File: src/rtl/beehive_noc_pkg.sv
// ---------------------------------------------------------------------------
// beehive_noc_pkg
// Shared types and constants for the Beehive dynamic-network output
// scheduler slice.
//   sched_state_e     : wormhole scheduler state (IDLE, HEAD, BODY)
//   ROUTE_A..ROUTE_X  : route-select codes for the five requesting inputs
//   *_DEF             : default sizes used by the scheduler and its bench
//   rr_index()        : wrapped index helper for the round-robin search
// ---------------------------------------------------------------------------
package beehive_noc_pkg;

   localparam int NOC_DATA_W_DEF      = 512;
   localparam int MSG_PAYLOAD_LEN_DEF = 22;
   localparam int NUM_IN_DEF          = 5;
   localparam int CREDITS_DEF         = 4;
   localparam int SEL_W_DEF           = $clog2(NUM_IN_DEF);

   // Route-select codes, in the order the datapath mux expects them
   localparam logic [SEL_W_DEF-1:0] ROUTE_A = 3'd0;
   localparam logic [SEL_W_DEF-1:0] ROUTE_B = 3'd1;
   localparam logic [SEL_W_DEF-1:0] ROUTE_C = 3'd2;
   localparam logic [SEL_W_DEF-1:0] ROUTE_D = 3'd3;
   localparam logic [SEL_W_DEF-1:0] ROUTE_X = 3'd4;

   // IDLE arbitrates, HEAD waits to send the header, BODY streams body flits
   typedef enum logic [1:0] {
      IDLE = 2'd0,
      HEAD = 2'd1,
      BODY = 2'd2
   } sched_state_e;

   // Index 'off' positions after 'last', wrapping at 'n'
   function automatic int rr_index(input int last, input int off, input int n);
      return (last + off) % n;
   endfunction

endpackage

File: src/rtl/beehive_rr_pick.sv
// ---------------------------------------------------------------------------
// beehive_rr_pick
// Combinational round-robin picker. Searches the request vector starting one
// position past the previous grant and wrapping, so the most recently served
// input has the lowest priority.
// Ports:
//   req        in  NUM_IN  qualified requests (route request and valid)
//   last_grant in  SEL_W   input that completed the most recent packet
//   winner     out SEL_W   first requesting input after last_grant
//   any        out 1       at least one request present
// ---------------------------------------------------------------------------
module beehive_rr_pick
   import beehive_noc_pkg::*;
#(
   parameter int NUM_IN = NUM_IN_DEF,
   parameter int SEL_W  = $clog2(NUM_IN)
) (
   input  logic [NUM_IN-1:0] req,
   input  logic [SEL_W-1:0]  last_grant,
   output logic [SEL_W-1:0]  winner,
   output logic              any
);

   logic             found;
   logic [SEL_W-1:0] idx;

   // Walk offsets 1..NUM_IN from last_grant; the first hit wins. Offset
   // NUM_IN lands back on last_grant itself, so a lone requester that was
   // also the previous winner is still served.
   always_comb begin
      winner = '0;
      found  = 1'b0;
      idx    = '0;
      for (int off = 1; off <= NUM_IN; off++) begin
         idx = SEL_W'(rr_index(int'(last_grant), off, NUM_IN));
         if (!found && req[idx]) begin
            winner = idx;
            found  = 1'b1;
         end
      end
   end

   assign any = |req;

endmodule

File: src/rtl/beehive_dynamic_output_sched.sv
// ---------------------------------------------------------------------------
// beehive_dynamic_output_sched
// Wormhole scheduler for one dynamic-network output port. Grants one input
// queue at a time by round-robin, keeps that grant for the whole packet
// (header plus the number of body flits given by the header length field),
// and only forwards a flit while a downstream credit is available.
// Ports:
//   clk          in  1                clock
//   reset        in  1                asynchronous active-high reset
//   route_req_in in  NUM_IN           input i has a head flit routed here
//   valid_in     in  NUM_IN           input i has a flit at its head
//   sel_len_in   in  MSG_PAYLOAD_LEN  length field of the flit selected by sel_out
//   yummy_in     in  1                one credit returned by downstream
//   sel_out      out SEL_W            registered route select to the datapath mux
//   valid_out    out 1                flit on the datapath output is valid
//   thanks_out   out NUM_IN           one-hot pop of the granted input
//   busy_out     out 1                a packet grant is active
//   stall_out    out 1                granted input has a flit but no credit
// ---------------------------------------------------------------------------
module beehive_dynamic_output_sched
   import beehive_noc_pkg::*;
#(
   parameter int MSG_PAYLOAD_LEN = MSG_PAYLOAD_LEN_DEF,
   parameter int NUM_IN          = NUM_IN_DEF,
   parameter int CREDITS         = CREDITS_DEF,
   parameter int SEL_W           = $clog2(NUM_IN)
) (
   input  logic                       clk,
   input  logic                       reset,
   input  logic [NUM_IN-1:0]          route_req_in,
   input  logic [NUM_IN-1:0]          valid_in,
   input  logic [MSG_PAYLOAD_LEN-1:0] sel_len_in,
   input  logic                       yummy_in,
   output logic [SEL_W-1:0]           sel_out,
   output logic                       valid_out,
   output logic [NUM_IN-1:0]          thanks_out,
   output logic                       busy_out,
   output logic                       stall_out
);

   localparam int CRED_W = $clog2(CREDITS + 1);
   localparam logic [CRED_W-1:0] CRED_FULL = CRED_W'(CREDITS);
   localparam logic [MSG_PAYLOAD_LEN-1:0] LEN_ONE = MSG_PAYLOAD_LEN'(1);

   sched_state_e               state_q, state_d;
   logic [SEL_W-1:0]           sel_q, sel_d;
   logic [SEL_W-1:0]           last_grant_q, last_grant_d;
   logic [MSG_PAYLOAD_LEN-1:0] remaining_q, remaining_d;
   logic [CRED_W-1:0]          credits_q, credits_d;

   logic [NUM_IN-1:0] req;
   logic [SEL_W-1:0]  pick_winner;
   logic              pick_any;
   logic              granted;
   logic              head_valid;
   logic              have_credit;
   logic              send;

   // Only inputs that both route here and actually hold a flit may compete
   assign req = route_req_in & valid_in;

   beehive_rr_pick #(
      .NUM_IN (NUM_IN),
      .SEL_W  (SEL_W)
   ) u_pick (
      .req        (req),
      .last_grant (last_grant_q),
      .winner     (pick_winner),
      .any        (pick_any)
   );

   // A flit moves when a grant is held, the granted queue has a flit and
   // downstream has room. The grant cycle itself is IDLE, which is what
   // produces the one-cycle bubble ahead of every header.
   assign granted     = (state_q != IDLE);
   assign head_valid  = valid_in[sel_q];
   assign have_credit = (credits_q != '0);
   assign send        = granted & head_valid & have_credit;

   assign sel_out    = sel_q;
   assign valid_out  = send;
   assign thanks_out = send ? (NUM_IN'(1) << sel_q) : '0;
   assign busy_out   = granted;
   assign stall_out  = granted & head_valid & ~have_credit;

   // Next-state logic for the packet FSM, the length counter and the credit
   // counter. The select only moves in IDLE, so the datapath mux is stable
   // for the whole packet even if the granted input drops its request.
   always_comb begin
      state_d      = state_q;
      sel_d        = sel_q;
      last_grant_d = last_grant_q;
      remaining_d  = remaining_q;
      credits_d    = credits_q;

      case (state_q)
         IDLE: begin
            if (pick_any) begin
               sel_d   = pick_winner;
               state_d = HEAD;
            end
         end
         HEAD: begin
            if (send) begin
               remaining_d = sel_len_in;
               if (sel_len_in == '0) begin
                  state_d      = IDLE;
                  last_grant_d = sel_q;
               end else begin
                  state_d = BODY;
               end
            end
         end
         BODY: begin
            // The <= guard keeps the counter from wrapping if BODY were
            // ever entered with nothing left to send.
            if (send) begin
               if (remaining_q <= LEN_ONE) begin
                  remaining_d  = '0;
                  state_d      = IDLE;
                  last_grant_d = sel_q;
               end else begin
                  remaining_d = remaining_q - LEN_ONE;
               end
            end
         end
         default: begin
            state_d = IDLE;
         end
      endcase

      // A returned credit and a consumed credit in the same cycle cancel.
      // An extra yummy at full credit is a protocol error and is ignored.
      if (send && !yummy_in) begin
         credits_d = credits_q - CRED_W'(1);
      end else if (yummy_in && !send && (credits_q != CRED_FULL)) begin
         credits_d = credits_q + CRED_W'(1);
      end
   end

   // State registers. Reset drops any grant in flight and assumes the
   // downstream buffer was reset alongside, hence full credits. last_grant
   // starts at the top input so the first search begins at input 0.
   always_ff @(posedge clk or posedge reset) begin
      if (reset) begin
         state_q      <= IDLE;
         sel_q        <= '0;
         last_grant_q <= SEL_W'(NUM_IN - 1);
         remaining_q  <= '0;
         credits_q    <= CRED_FULL;
      end else begin
         state_q      <= state_d;
         sel_q        <= sel_d;
         last_grant_q <= last_grant_d;
         remaining_q  <= remaining_d;
         credits_q    <= credits_d;
      end
   end

   // Downstream must never return more credits than its buffer holds
   credit_overflow_a : assert property (
      @(posedge clk) disable iff (reset)
      !(yummy_in && !send && (credits_q == CRED_FULL))
   );

endmodule

File: config.mk
export PLATFORM = sky130hd
export DESIGN_NAME = beehive_dynamic_output_sched
export DESIGN_NICKNAME = d
export VERILOG_FILES = /design/src/rtl/beehive_noc_pkg.sv /design/src/rtl/beehive_rr_pick.sv /design/src/rtl/beehive_dynamic_output_sched.sv
export SDC_FILE = /design/constraint.sdc
export NUM_CORES = 1
export LEC_CHECK = 0
export CORE_MARGIN = 4
export CORE_UTILIZATION = 53
export CTS_BUF_LIST = sky130_fd_sc_hd__clkbuf_4 sky130_fd_sc_hd__clkbuf_8 sky130_fd_sc_hd__clkbuf_16
export CTS_CLUSTER_SIZE = 25
export DETAILED_ROUTE_END_ITERATION = 8
export HOLD_SLACK_MARGIN = 0.02
export PLACE_DENSITY = 0.82
export SYNTH_ARGS = -nofsm -noshare
export SYNTH_HDL_FRONTEND = slang
export SYNTH_SLANG_ARGS = --single-unit
File: constraint.sdc
create_clock -name clk -period 8 [get_ports clk]
set_clock_uncertainty 0.15 [all_clocks]
set_input_delay 0.8 -clock clk [delete_from_list [all_inputs] [get_ports clk]]
set_output_delay 0.8 -clock clk [all_outputs]
set_load 0.01 [all_outputs]
Word-level counts from Yosys, hierarchy flattened

Cells that the tools add are included.
Widths: inputs -> output; s select.

Bits in registers: 33
Output and inout bits: 11
Logic and storage cells: 102

Add/subtract/negate cells: 8
Div/mod/pow operators: 5
$lt $le $gt $ge: 7
Equal/unequal tests: 8
Shifts and indexed selects: 1
Mux-type cells: 39
Bitwise logic cells: 5
Reductions and logical operators: 24

Operators by type and width:

| operator              | count |
|---|---|
| $mod 32x4->32 const B | 5 |
| $mux 22               | 3 |
| $pmux 22 s2           | 1 |
| $mux 3                | 11 |
| $lt 3x4->1 const B    | 6 |
| $le 22x1->1 const B   | 1 |
| $logic_not 22->1      | 1 |
| $sub 22x1->22 const B | 1 |
| $bmux 1 s3            | 6 |
| $mux 1                | 10 |
| $mux 2                | 5 |
| $ne 2x2->1 const B    | 5 |
| $add 3x2->4 const B   | 2 |
| $add 3x3->4 const B   | 2 |
| $logic_and 1x1->1     | 7 |
| $logic_not 1->1       | 6 |
| $pmux 2 s3            | 1 |
| $pmux 3 s2            | 1 |
| $reduce_bool 2->1     | 3 |
| $and 5x5->5           | 1 |
| $mux 5                | 1 |
| $reduce_and 5->1      | 1 |
| $reduce_or 5->1       | 1 |
| $shl 1x3->5 const A   | 1 |
| 13 further kinds      | 15 |

Longest topological paths before layout

Gate-level depths: netlist of run 1.

Depth in word-level cells: 17
Mapped depth: 16

Modules after synthesis

Synthesis of run 1 repeated with hierarchy kept, for this count alone.

Cells, all modules: 479
Area, all modules: 3918.8 µm²

By module, submodules not included:

| module                       | instances | cells each | area an instance (µm²) |
|---|---|---|---|
| beehive_dynamic_output_sched | 1         | 250        | 2235.9 |
| beehive_rr_pick              | 1         | 229        | 1682.9 |

Worst setup path before layout of run 1

OpenSTA, ideal clock, no wires.

Path kind: register to register
Start: reg last_grant_q[1]
End: reg sel_q[0] (netlist: sel_out[0])
Library setup time: 0.121 ns
Data arrival time: 3.621 ns
Path slack: 4.108 ns
Cell stages (with the launch flop): 17
Period minus slack after synthesis: 3.892 ns
Path through: dfrtp_1 -> inv_1 -> ha_1 -> buf_4 -> inv_1 -> ha_1 -> inv_1 -> ha_1 -> nand2b_1 -> a21o_1 -> a221oi_2 -> o221ai_2 -> o211ai_2 -> nand2b_2 -> a2111o_1 -> o21ba_1 -> a22o_1

Cells in the longest elaborated chain, start to end: 17
Elaborated cells between the ends (all ways): 37
Classes of those cells: add/sub (5); div (5); mux (19); reduce/logical (8)

Ends and longest elaborated chain:

| element                      | RTL line                            | source |
|---|---|---|
| from (decl)                  | beehive_dynamic_output_sched.sv:47  | `logic [SEL_W-1:0] last_grant_q, last_grant_d;` |
| from (signal assigned)       | beehive_dynamic_output_sched.sv:148 | `last_grant_q <= SEL_W'(NUM_IN - 1);` |
| from (signal assigned)       | beehive_dynamic_output_sched.sv:154 | `last_grant_q <= last_grant_d;` |
| $add 3x1->4                  | beehive_noc_pkg.sv:34               | `return (last + off) % n;` |
| $mod 32x4->32                | beehive_noc_pkg.sv:34               |  |
| $bmux 1 s3                   | beehive_rr_pick.sv:36               | `if (!found && req[idx]) begin` |
| $mux 1 (implied by the code) | beehive_rr_pick.sv:36               |  |
| $mux 1                       | beehive_rr_pick.sv:36               |  |
| $logic_not 1->1              | beehive_rr_pick.sv:36               |  |
| $logic_and 1x1->1            | beehive_rr_pick.sv:36               |  |
| $mux 1                       | beehive_rr_pick.sv:36               |  |
| $logic_not 1->1              | beehive_rr_pick.sv:36               |  |
| $logic_and 1x1->1            | beehive_rr_pick.sv:36               |  |
| $mux 1                       | beehive_rr_pick.sv:36               |  |
| $logic_not 1->1              | beehive_rr_pick.sv:36               |  |
| $logic_and 1x1->1            | beehive_rr_pick.sv:36               |  |
| $mux 1                       | beehive_rr_pick.sv:36               |  |
| $logic_not 1->1              | beehive_rr_pick.sv:36               |  |
| $logic_and 1x1->1            | beehive_rr_pick.sv:36               |  |
| $mux 3 *                     | beehive_rr_pick.sv:36               |  |
| to (signal assigned)         | beehive_dynamic_output_sched.sv:153 | `sel_q <= sel_d;` |
| to (decl)                    | beehive_dynamic_output_sched.sv:46  | `logic [SEL_W-1:0] sel_q, sel_d;` |

Mark *: on every way between the ends. The rest lies on a longest branch, timed or not. The select of a mux whose other input is x is not followed.
A chain may end at the register's enable or synchronous reset.

Final worst setup path of run 1

Ends and elaborated chain as after synthesis.

==> impl_metrics.tcl, run 1 <==
set metrics [dict create \
    required_ns 8.03 \
    fin_crit_sh 0.593 \
    die_area_sq_um 8570 \
    fin_setup_tns_ns 0 \
    drv_cap 0 \
    drc 0 \
    port_buffers 45 \
    max-vdd-ir-drop_uv 176 \
    ys_warn_count 0 \
    antenna_found_initial 0 \
    syn_avg_cell_area_sq_um 7.73 \
    setup_viol 0 \
    fillers 612 \
    criticalPathCategory "register to register" \
    dieWidth_um 92.6 \
    min_period_ns 4.75 \
    num-nets-final 580 \
    area_growth_pct 15.8 \
    synth_xor_xnor_area_share 0.0281 \
    finalPower_uw 2000 \
    synth_top_family_by_area "compound AO/OA/AOI/OAI gates" \
    fmax_mhz 211 \
    via_per_inst 6.40 \
    fin_area_sq_um 4390 \
    crit_start "last_grant_q[1]" \
    synth_area_leaders "dfrtp_1 20%, ha_1 7.6%, o21ai_0 7.4%" \
    hold_buffers 0 \
    synth_fp_nets 549 \
    synth_top_cell_by_area "dfrtp_1" \
    ys_top_cells_by_count "56 x o21ai_0, 42 x a21oi_1, 39 x nor2_1" \
    firstDrtPassIters 5 \
    final_cells 618 \
    regToRegStartpoint "last_grant_q[1]" \
    cts_resized 0 \
    clock-sinks 33 \
    syn_inst 490 \
    postCtsSetupBuffers 0 \
    place_area_sq_um 4270 \
    antennaDiodeCount 0 \
    status "finished clean" \
    cts_made_buffers 5 \
    die_h_um 92.6 \
    ys_async_sr_fraction 1.00 \
    maxSlewViolCount 0 \
    worst_slew_pin_slew_ns 1.02 \
    gp_congestion 0.944 \
    core-area_sq_um 6870 \
    synth_compound_area_frac 0.329 \
    start_util 0.552 \
    grt_max_degree 41 \
    rsz0062_at_grt "false" \
    multiInputGateArea_sq_um 2740 \
    hp-class "register to register" \
    power.density_nw_per_um2 455 \
    synth_top_area_frac 0.205 \
    crit_arrival_ns 4.77 \
    synth.area.mux_share 0.0469 \
    grt_usage 0.243 \
    yosys.area_share.adder 0.0812 \
    yosysMostFrequentCell "o21ai_0" \
    grt_pass1_vias 3617 \
    gr-total-overflow 0 \
    cts.clk_slew.worst_paths_ns 0.07 \
    insertion_delay_ns 0.29 \
    num_rows 30 \
    synth_cell_types 82 \
    pin_count 46 \
    ctsHtreeMaxLevel 2 \
    cts_root_buffer "clkbuf_8" \
    synth.cell_area_sq_um 3790 \
    yosysSeqAreaShare 0.219 \
    cts_tree "built" \
    antenna_left 0 \
    p_leak_uw 0.00177 \
    drive_above_1_share 0.0881 \
    drt-initial-drc-count 280 \
    dpl.hpwl_mm 7.78 \
    vias 3957 \
    cp-start-kind "register" \
    wl_per_cell_um 17.0 \
    relSlewSlack 0.317 \
    clock_path_buffers 2 \
    synth-edff-count 0 \
    cp-end-kind "register" \
    place_inst 610 \
    regArea_sq_um 828 \
    routed_wirelength_mm 10.5 \
    cp_max_fo 27 \
    hold_violations 0 \
    synth-simple-area-share 0.238 \
    hold_start "state_q[0]" \
    synth_seq_cells 33 \
    grt_pass1_wl_mm 17.3 \
    r2r_setup_slack_ns 3.25 \
    ys.flop_type "dfrtp_1" \
]
==> worst max-delay path, stage by stage, from the launching register on <==
cell and delay, ns:
dfrtp_1 0.54, inv_1 0.26, ha_1 0.90, inv_1 0.33
ha_1 0.29, inv_1 0.05, ha_1 0.21, nand2b_1 0.20
a21o_1 0.22, a221oi_2 0.29, o221ai_2 0.15, o211ai_2 0.13
nand2b_2 0.09, a2111o_1 0.43, o21ba_1 0.20, a22o_1 0.19
==> placed cells by master, fill, tap and decap left out, types with 3 or more instances in the layout <==
cell type,instances
and3_1,6
mux4_2,5
o211a_1,3
and2_1,8
a22oi_1,13
nor2_1,39
inv_2,3
o21a_1,4
o21ai_2,3
nor4_1,15
xnor2_1,7
a21oi_1,42
buf_4,3
ha_1,23
a211oi_1,5
a31oi_1,6
clkdlybuf4s50_1,45
a21o_1,5
inv_1,25
o211ai_1,4
nand2b_1,11
mux2_2,4
clkbuf_8,6
o31ai_1,3
nor3_1,22
dfrtp_1,31
nand2_1,37
nand3_1,12
o21ai_0,56
nor2b_1,9
==> path summary, 6_finish.rpt <==
path,end,cells past startpoint
min in group asynchronous,credits_q[0],3
worst min-delay path,state_q[1],1
worst max-delay path,sel_out[0],15
worst min register to register,state_q[1],1
worst max register to register,sel_out[0],15
max in group asynchronous,last_grant_q[2],3
==> logic make-up after synthesis <==
family	count (synthesis)
flops	33
buf+inv	52
mux	11
compound gates	184
simple gates	176
xor+xnor	10
fa+ha+maj	24
==> layout make-up <==
class / instances / share of cell area
Clock buffer: 7 / 0.0205
Clock inverter: 1 / 0.00685
Inverter: 28 / 0.0240
Multi-Input combinational cell: 405 / 0.625
Sequential cell: 33 / 0.189
Tap cell: 96 / 0.0274
Timing Repair Buffer: 48 / 0.108
==> sequential cells by signal, indices dropped and copies added, names as in the netlist <==
name          flops
state_q           2
sel_out           3
remaining_q      22
last_grant_q      3
credits_q         3
==> per-layer routing <==
layer / part of all wire / vias to the layer above / GRT usage
met2: 0.47 / 157 / 0.395
li1: - / 1900 / -
met1: 0.46 / 1884 / 0.340
met4: 0.0099 / 0 / 0.0582
met3: 0.064 / 16 / 0.0333
met5: 0 / - / 0
==> per-stage QoR <==
step / util / worst slack (ns) / hold slack [ns]
after CTS: 0.638 / 3.29 / 0.341
after floorplan: - / 4.11 / 0.305
after global placement: 0.621 / 3.42 / 0.330
after global routing: 0.638 / 2.90 / 0.370
final: 0.638 / 3.25 / 0.342
after detailed placement: 0.621 / 3.30 / 0.332
==> where the power goes <==
part	total [uW]	switching [uW]	internal [uW]
sequential	369	117	252
clock	170	64.6	105
combinational	1460	859	597
Power figures use the tool's default switching activity.
==> inputs of run 2 (changes only) <==
- clock period: 8 -> 4.9 ns (I/O delays scaled with it)
==> run 2 against run 1 <==
Against the previous run:
- die area did not move
- design area fell by 0.43%
- critical path type unchanged
- final cell count rose by 0.32%
- power rose by 60%
- critical endpoint unchanged
- critical path depth did not move
- worst setup slack got worse by 2.8 ns
- hold slack improved by 0.016 ns
- flip-flop and latch count did not move
==> impl_metrics.tcl, run 2 (same netlist as run 1, synthesis figures left out) <==
set metrics [dict create \
    gp_congestion 0.926 \
    largest_reg_flops 22 \
    fin_crit_sh 0.902 \
    setup_viol 0 \
    drt-initial-drc-count 339 \
    gr-total-overflow 0 \
    fmax_mhz 226 \
    hold_buffers 0 \
    criticalPathCategory "register to register" \
    pin_count 46 \
    dpl.hpwl_mm 7.76 \
    grt_usage 0.246 \
    drive_above_1_share 0.0916 \
    grt_pass1_wl_mm 17.5 \
    drv_cap 0 \
    regToRegStartpoint "last_grant_q[0]" \
    grt_max_degree 41 \
    routed_wirelength_mm 10.3 \
    layout_common_cells "56 x o21ai_0, 45 x clkdlybuf4s50_1, 42 x a21oi_1" \
    wl_per_cell_um 16.6 \
    drc 0 \
    antennaDiodeCount 0 \
    port_buffers 45 \
    die_area_sq_um 8570 \
    cp-start-kind "register" \
    cts_made_buffers 5 \
    place_area_sq_um 4280 \
    cp_max_fo 12 \
    clock_path_buffers 2 \
    rsz0062_at_grt "false" \
    num-nets-final 582 \
    antenna_found_initial 0 \
    r2r_setup_slack_ns 0.48 \
    layout_commonest_cell "o21ai_0" \
    maxSlewViolCount 0 \
    ctsHtreeMaxLevel 2 \
    multiInputGateArea_sq_um 2740 \
    insertion_delay_ns 0.29 \
    r2r-end "sel_out[0]" \
    start_util 0.552 \
    whs_ns 0.358 \
    firstDrtPassIters 5 \
    whs_path_depth 1 \
    relSlewSlack 0.347 \
    via_per_inst 6.38 \
    postCtsSetupBuffers 0 \
    cp-end-kind "register" \
    clock-sinks 33 \
    cts_root_buffer "clkbuf_8" \
    place_inst 612 \
    grt_pass1_vias 3766 \
    p_leak_uw 0.00177 \
    hp-class "register to register" \
    num_rows 30 \
    worst_slew_pin_slew_ns 0.977 \
    hold_start "state_q[0]" \
    vias 3958 \
    min_period_ns 4.42 \
    regArea_sq_um 828 \
    core-area_sq_um 6870 \
    cts_tree "built" \
    rr_worst_depth 15 \
    cts.clk_slew.worst_paths_ns 0.07 \
    dieWidth_um 92.6 \
    antenna_left 0 \
    top_register "remaining_q" \
    die_h_um 92.6 \
    final_cells 620 \
    hold_violations 0 \
    required_ns 4.93 \
    status "finished clean" \
    power.density_nw_per_um2 729 \
    fin_setup_tns_ns 0 \
    max-vdd-ir-drop_uv 360 \
    hold_end "state_q[1]" \
    area_growth_pct 15.3 \
    fillers 601 \
    crit_arrival_ns 4.45 \
    cts_resized 0 \
    fin_area_sq_um 4370 \
]
==> run 2: how the worst max path moves through the flow <==
stage,depth (start not counted),to,from
floorplan,16,sel_out[0],last_grant_q[1]
global placement,15,sel_out[0],last_grant_q[0]
detailed placement,15,sel_out[0],last_grant_q[0]
CTS,15,sel_out[0],last_grant_q[0]
global route,15,sel_out[0],last_grant_q[0]
finish,15,sel_out[0],last_grant_q[0]
==> run 2: cell type report <==
cell class              count  area share
multi-input cells         405       0.627
well taps                  96      0.0275
clock buffers               5      0.0158
inverters                  28      0.0241
repair buffers             50       0.112
clock inverters             3     0.00401
flip-flops and latches     33       0.190
==> run 2: per-stage QoR <==
step	total power (uW)	util	setup slack, ns
finish	3180	0.636	0.480
global route	3510	0.636	0.218
CTS	3150	0.636	0.529
detailed placement	2930	0.623	0.552
global placement	2850	0.623	0.749
floorplan	2410	-	1.01
==> run 2: layer usage <==
metal / wire length, um / track usage / up-vias
met5: 0 / 0 / -
met4: 218 / 0.0792 / 0
met3: 812 / 0.0447 / 20
met2: 4830 / 0.401 / 188
met1: 4440 / 0.329 / 1841
li1: - / - / 1909
==> run 2: report_power, final <==
group          internal (uW)  switching [uW]
clock                   98.0             105
sequential               412             202
combinational            982            1390
total                   1490            1690
==> run 2: worst max-delay path, cell delays in order (launching register included) <==
cell and delay, ns:
dfrtp_1 0.62, ha_1 0.53, xnor2_4 0.21, inv_2 0.09, ha_1 0.22, nor2_1 0.22, a21oi_2 0.10, xnor2_1 0.37
ha_1 0.26, nand2b_1 0.11, a21boi_4 0.24, and3_1 0.18, o2111ai_1 0.12, a2111o_1 0.49, o21ba_1 0.20, a22o_1 0.19
